--- src/rtl/lfsr_galois_param.sv ---
// Parametrised LFSR (Galois or Fibonacci topology) with step enable, runtime seed load,
// all-zero lock-up recovery and measurement of the last completed period length.
module lfsr_galois_param #(
  parameter int                 WIDTH = 5,
  parameter logic [WIDTH-1:0]   TAPS  = 5'b00100,
  parameter logic [WIDTH-1:0]   SEED  = 5'b00001,
  parameter int                 MODE  = 0
) (
  input  logic             clk,
  input  logic             reset,
  input  logic             en,
  input  logic             load,
  input  logic [WIDTH-1:0] seed_in,
  output logic [WIDTH-1:0] S,
  output logic             fb_out,
  output logic             lockup,
  output logic             wrap,
  output logic [WIDTH-1:0] period_len
);

  localparam logic [WIDTH-1:0] ONE = WIDTH'(1);

  logic [WIDTH-1:0] start;
  logic [WIDTH-1:0] count;
  logic [WIDTH-1:0] next_s;
  logic             fb;

  assign fb_out = S[WIDTH-1];

  // Next state of one LFSR step; TAPS[0] never contributes since the +1 term is implicit.
  always_comb begin
    next_s = '0;
    fb     = 1'b0;
    if (MODE == 0) begin
      next_s[0] = S[WIDTH-1];
      for (int i = 1; i < WIDTH; i++) begin
        next_s[i] = S[i-1] ^ (TAPS[i] & S[WIDTH-1]);
      end
    end else begin
      fb = S[WIDTH-1];
      for (int i = 1; i < WIDTH; i++) begin
        fb = fb ^ (TAPS[i] & S[i-1]);
      end
      next_s = {S[WIDTH-2:0], fb};
    end
  end

  always_ff @(posedge clk) begin
    if (reset) begin
      S          <= SEED;
      start      <= SEED;
      count      <= '0;
      period_len <= '0;
      lockup     <= 1'b0;
      wrap       <= 1'b0;
    end else begin
      lockup <= 1'b0;
      wrap   <= 1'b0;
      if (load) begin
        // A zero seed would freeze the register, so it is swapped for SEED and flagged.
        count <= '0;
        if (seed_in != '0) begin
          S     <= seed_in;
          start <= seed_in;
        end else begin
          S      <= SEED;
          start  <= SEED;
          lockup <= 1'b1;
        end
      end else if (en) begin
        if (S == '0) begin
          S      <= SEED;
          start  <= SEED;
          count  <= '0;
          lockup <= 1'b1;
        end else begin
          S <= next_s;
          // Period is counted in steps since the last start/wrap; idle cycles do not count.
          if (next_s == start) begin
            wrap       <= 1'b1;
            period_len <= count + ONE;
            count      <= '0;
          end else begin
            count <= count + ONE;
          end
        end
      end
    end
  end

endmodule

--- config.mk ---
export PLATFORM = sky130hd
export DESIGN_NAME = lfsr_galois_param
export DESIGN_NICKNAME = d
export VERILOG_FILES = /design/src/rtl/lfsr_galois_param.sv
export SDC_FILE = /design/constraint.sdc
export NUM_CORES = 1
export LEC_CHECK = 0
export ABC_AREA = 1
export CAP_MARGIN = 40
export CORE_MARGIN = 5
export CORE_UTILIZATION = 53
export DETAILED_ROUTE_END_ITERATION = 6
export GPL_TIMING_DRIVEN = 0
export PLACE_DENSITY = 0.82
export SLEW_MARGIN = 20
export SYNTH_ARGS = -nofsm -noshare
export SYNTH_HDL_FRONTEND = slang
export SYNTH_SLANG_ARGS = --single-unit
--- constraint.sdc ---
create_clock -name clk -period 3.2 [get_ports clk]
set_clock_uncertainty 0.2 [all_clocks]
set_input_delay 0.64 -clock clk [delete_from_list [all_inputs] [get_ports clk]]
set_output_delay 0.64 -clock clk [all_outputs]
set_load 0.005 [all_outputs]
Word-level counts from Yosys, hierarchy flattened
Index checks and enable logic that the tools add are counted.

word-level totals
  bits in read-only memories = 0
  memories = 0
  output and inout port bits = 13
  bits in latches = 0
  register bits = 22
  input bits = 9
  logic and storage cells = 34
  RAM bits = 0

cells by class
  reduce and logical (&&, ||, !) cells = 8
  div/mod/pow operators = 0
  add/subtract/negate cells = 1
  shifts and indexed selects = 0
  multiply operators = 0
  equality and inequality tests = 1
  muxes and demuxes = 14
  magnitude comparators = 0
  bitwise logic cells = 4

operator list
  kind                                          number
  2-to-1 mux 5 bit                              9
  adder 5 x 1 -> 5 bit (second input constant)  1
  == test 5 bit                                 1
  zero test 5 bit                               1
  2-to-1 mux 1 bit                              5
  nonzero test 5 bit                            1
  AND reduction 4 bit                           1
  nonzero test 2 bit                            2
  OR reduction 4 bit                            1
  NOT 1 bit                                     3
  AND reduction 2 bit                           1
  OR reduction 2 bit                            1
  XOR 1 bit                                     1

Depth between registers and ports, before layout
  word-level depth = 4
  depth in mapped cells = 9
  gate-level depth less buffers = 9

Worst setup path before layout
OpenSTA, ideal clock, no wires.

  kind = input port to flip-flop
  from = input load
  to = register period_len[0]
  path buffers = 1
  stages = 7
  data required time = 2.887 ns
  setup time = 0.113 ns
  slack = 1.477 ns
  arrival = 1.410 ns
  cell sequence = buf_2 > inv_1 > nand3_2 > nor2_2 > nand2_1 > nand2_1 > nor2_1

between the ends
  cells in the longest elaborated chain, start to end = 2

RTL lines
  what                           line  source
  start, declared                12    input logic load,
  NOT 1 bit (no line)            n/a
  AND reduction 4 bit (no line)  n/a
  end signal, assigned           81    period_len <= count + ONE;
  end, declared                  18    output logic [WIDTH-1:0] period_len

Every way passes these cells.
A chain may end at the register's enable or synchronous reset.

Worst setup path after layout
  from = register S[4]
  to = output S[4]

RTL lines
  what                    line  source
  start, declared         14    output logic [WIDTH-1:0] S,
  start signal, assigned  63    S <= seed_in;
  start signal, assigned  77    S <= next_s;

No word-level cell between the ends.

==> qor.txt <==
sequential cell area fraction in the yosys report: 40.6%
most frequent cell after synthesis: nand2_1
leakage power total: 0.587 nW
Slew HR: 74.0%
number of synthesized flops with an enable pin: 0
Die Span Y: 55.2 um
DRT Pass-1 Iters: 4
post-layout minimum cycle time: 2.22 ns
Avg Inst Size Synth: 6.87 um2
top cells by count, synth: 51 x nand2_1, 22 x dfxtp_1, 16 x nor2_1
Synth area leader: dfxtp_1
initial antenna violation count: 0
Ys Warns: 0
Cells after Synth: 158
Final Hold Viols: 0
ys async rst share: 0%
Overflow after GRT: 0
global-route wire length before repair: 4.17 mm
RSZ-0062 raised after global routing: false
Final Max Slew Viols: 0
Root Driver: clkbuf_4
CTS tree: done
share of post-route cells with drive strength above 1: 10.6%
DRC viols: 0
count of antenna diodes in the layout: 0
Max FO, Critical Path: 6
final wirelength: 2.46 mm
grt peak-use layer: met2
post-synthesis register bit count: 22
CP required: 2.36 ns
M2 GR Usage: 30.9%
Core Area: 1960 um2
Cell Rows: 16
share of the synthesized area in the top cell type: 40.6%
worst reg2reg setup slack: 1.59 ns
top_reg_cell synth: dfxtp_1
die area: 3050 um2
min-delay worst type: reg -> reg
mapped cell area: 1080 um2
kind of end point of the critical path: output port
post-DP HPWL: 1.95 mm
Worst Max-Slew Pin Slew: 0.390 ns
fin nets: 192
clk buf depth: 2
largest net degree at the start of global routing: 12
RePlAce Congestion: 0.864
met3 usage: 3.03%
hold buffer count at CTS: 0
achievable clock frequency: 0.450 GHz
vias in the first global route: 1,017
ANT nets after route: 0
Starting Density: 55.3%
Setup CP Type: reg -> out
synth top area cells: dfxtp_1 41%, nand2_1 18%, nand3_1 5.5%
met1 GRT Util: 17.2%
Initial DRC Count: 22
setup violators final: 0
area grow syn2layout: 22.7%
max cap viols: 0
Routed WL per cell: 11.9 um
Reg clk slew, reported paths: 0.11 ns
IO Count: 22
via/cell ratio: 5.14
worst skew pair latency: 0.30 ns
Port Buf Inserts: 19
Max IR drop VDD: 0.000256 V
post-route insts no fill: 207
Global Route Usage Sum: 16.8%
cts repair resizes: 0
Startpoint Class: register
clk sink count: 22
via count: 1,065
Die W: 55.2 um
PwrDens: 383 nW/um2
DP Cell Count: 204
outcome: completed
Syn Nets: 168
Num CTS Buffers: 3
setup TNS: 0 ns
synth unique cells: 25
H-tree depth: 1
Critical Path AT: 1.38 ns
fin crit share: 69.5%
Post-CTS Setup Bufs: 0
total power: 0.510 mW
[layer usage]
metal  share of wire [%]  up-vias
li1                    -      548
met1                  41      493
met2                  54       18
met3                 3.1        6
met4                 1.6        0
met5                   0        -
[metrics by stage]
stage               area [um2]  hold WS, ns  setup slack [ns]  utilization (%)
detailed placement        1310        0.272             0.909             66.7
floorplan                 1080        0.254              1.48                -
CTS                       1330        0.287             0.955             67.9
finish                    1330        0.288             0.977             67.9
global placement          1310        0.263             0.997             66.7
global route              1330        0.300             0.914             67.9
[area by class of cell]
| class | count | area (um2) |
|---|---|---|
| fillers | 194 | 631 |
| multi-input cells | 111 | 538 |
| flip-flops and latches | 22 | 440 |
| repair buffers | 19 | 190 |
| inverters | 21 | 78.8 |
| well taps | 27 | 33.8 |
| plain buffers | 4 | 27.5 |
| clock buffers | 3 | 22.5 |
[path summary, 6_finish.rpt]
check / to / cells after the start / startpoint
worst max-delay path: S[4] / 2 / S[4]
worst min-delay path: start[1] / 2 / start[1]
worst max register to register: period_len[1] / 7 / S[4]
worst min register to register: start[1] / 2 / start[1]
[worst max-delay path, stage by stage (launching register included)]
cell and delay, ns:
dfxtp_1 0.46, buf_4 0.15, clkdlybuf4s50_1 0.48
[power by group]
group	switching (mW)	internal, mW	total [mW]
clock	0.0769	0.0439	0.121
sequential	0.0102	0.285	0.295
combinational	0.0526	0.0410	0.0936
total	0.140	0.370	0.510
[kinds of logic after synthesis]
family	share of synthesized area [%]
adders and majority gates	1.15
xor gates and xnor gates	2.42
AOI/OAI and AO/OA	10.6
DFF	40.6
and+or+nand+nor	35.4
buffers and inverters	9.80
[flip-flops by register name (all words and copies together), names as in the netlist]
signal      flops
period_len      5
start           5
count           5
lockup          1
S               5
wrap            1
[placed cells by master, fill, tap and decap left out, types with 2 or more instances in the layout]
cell              n
clkbuf_4          3
nor2_2            2
nand2_1          51
nor2_1           16
nor3_1            3
inv_1            15
o221ai_1          3
clkdlybuf4s50_1  19
inv_2             5
dfxtp_1          22
nand3_1          12
a21oi_1          10
o21ai_0           2
nand3_2           2
xor2_1            2
o21bai_2          2
(Power assumes the default switching activity.)
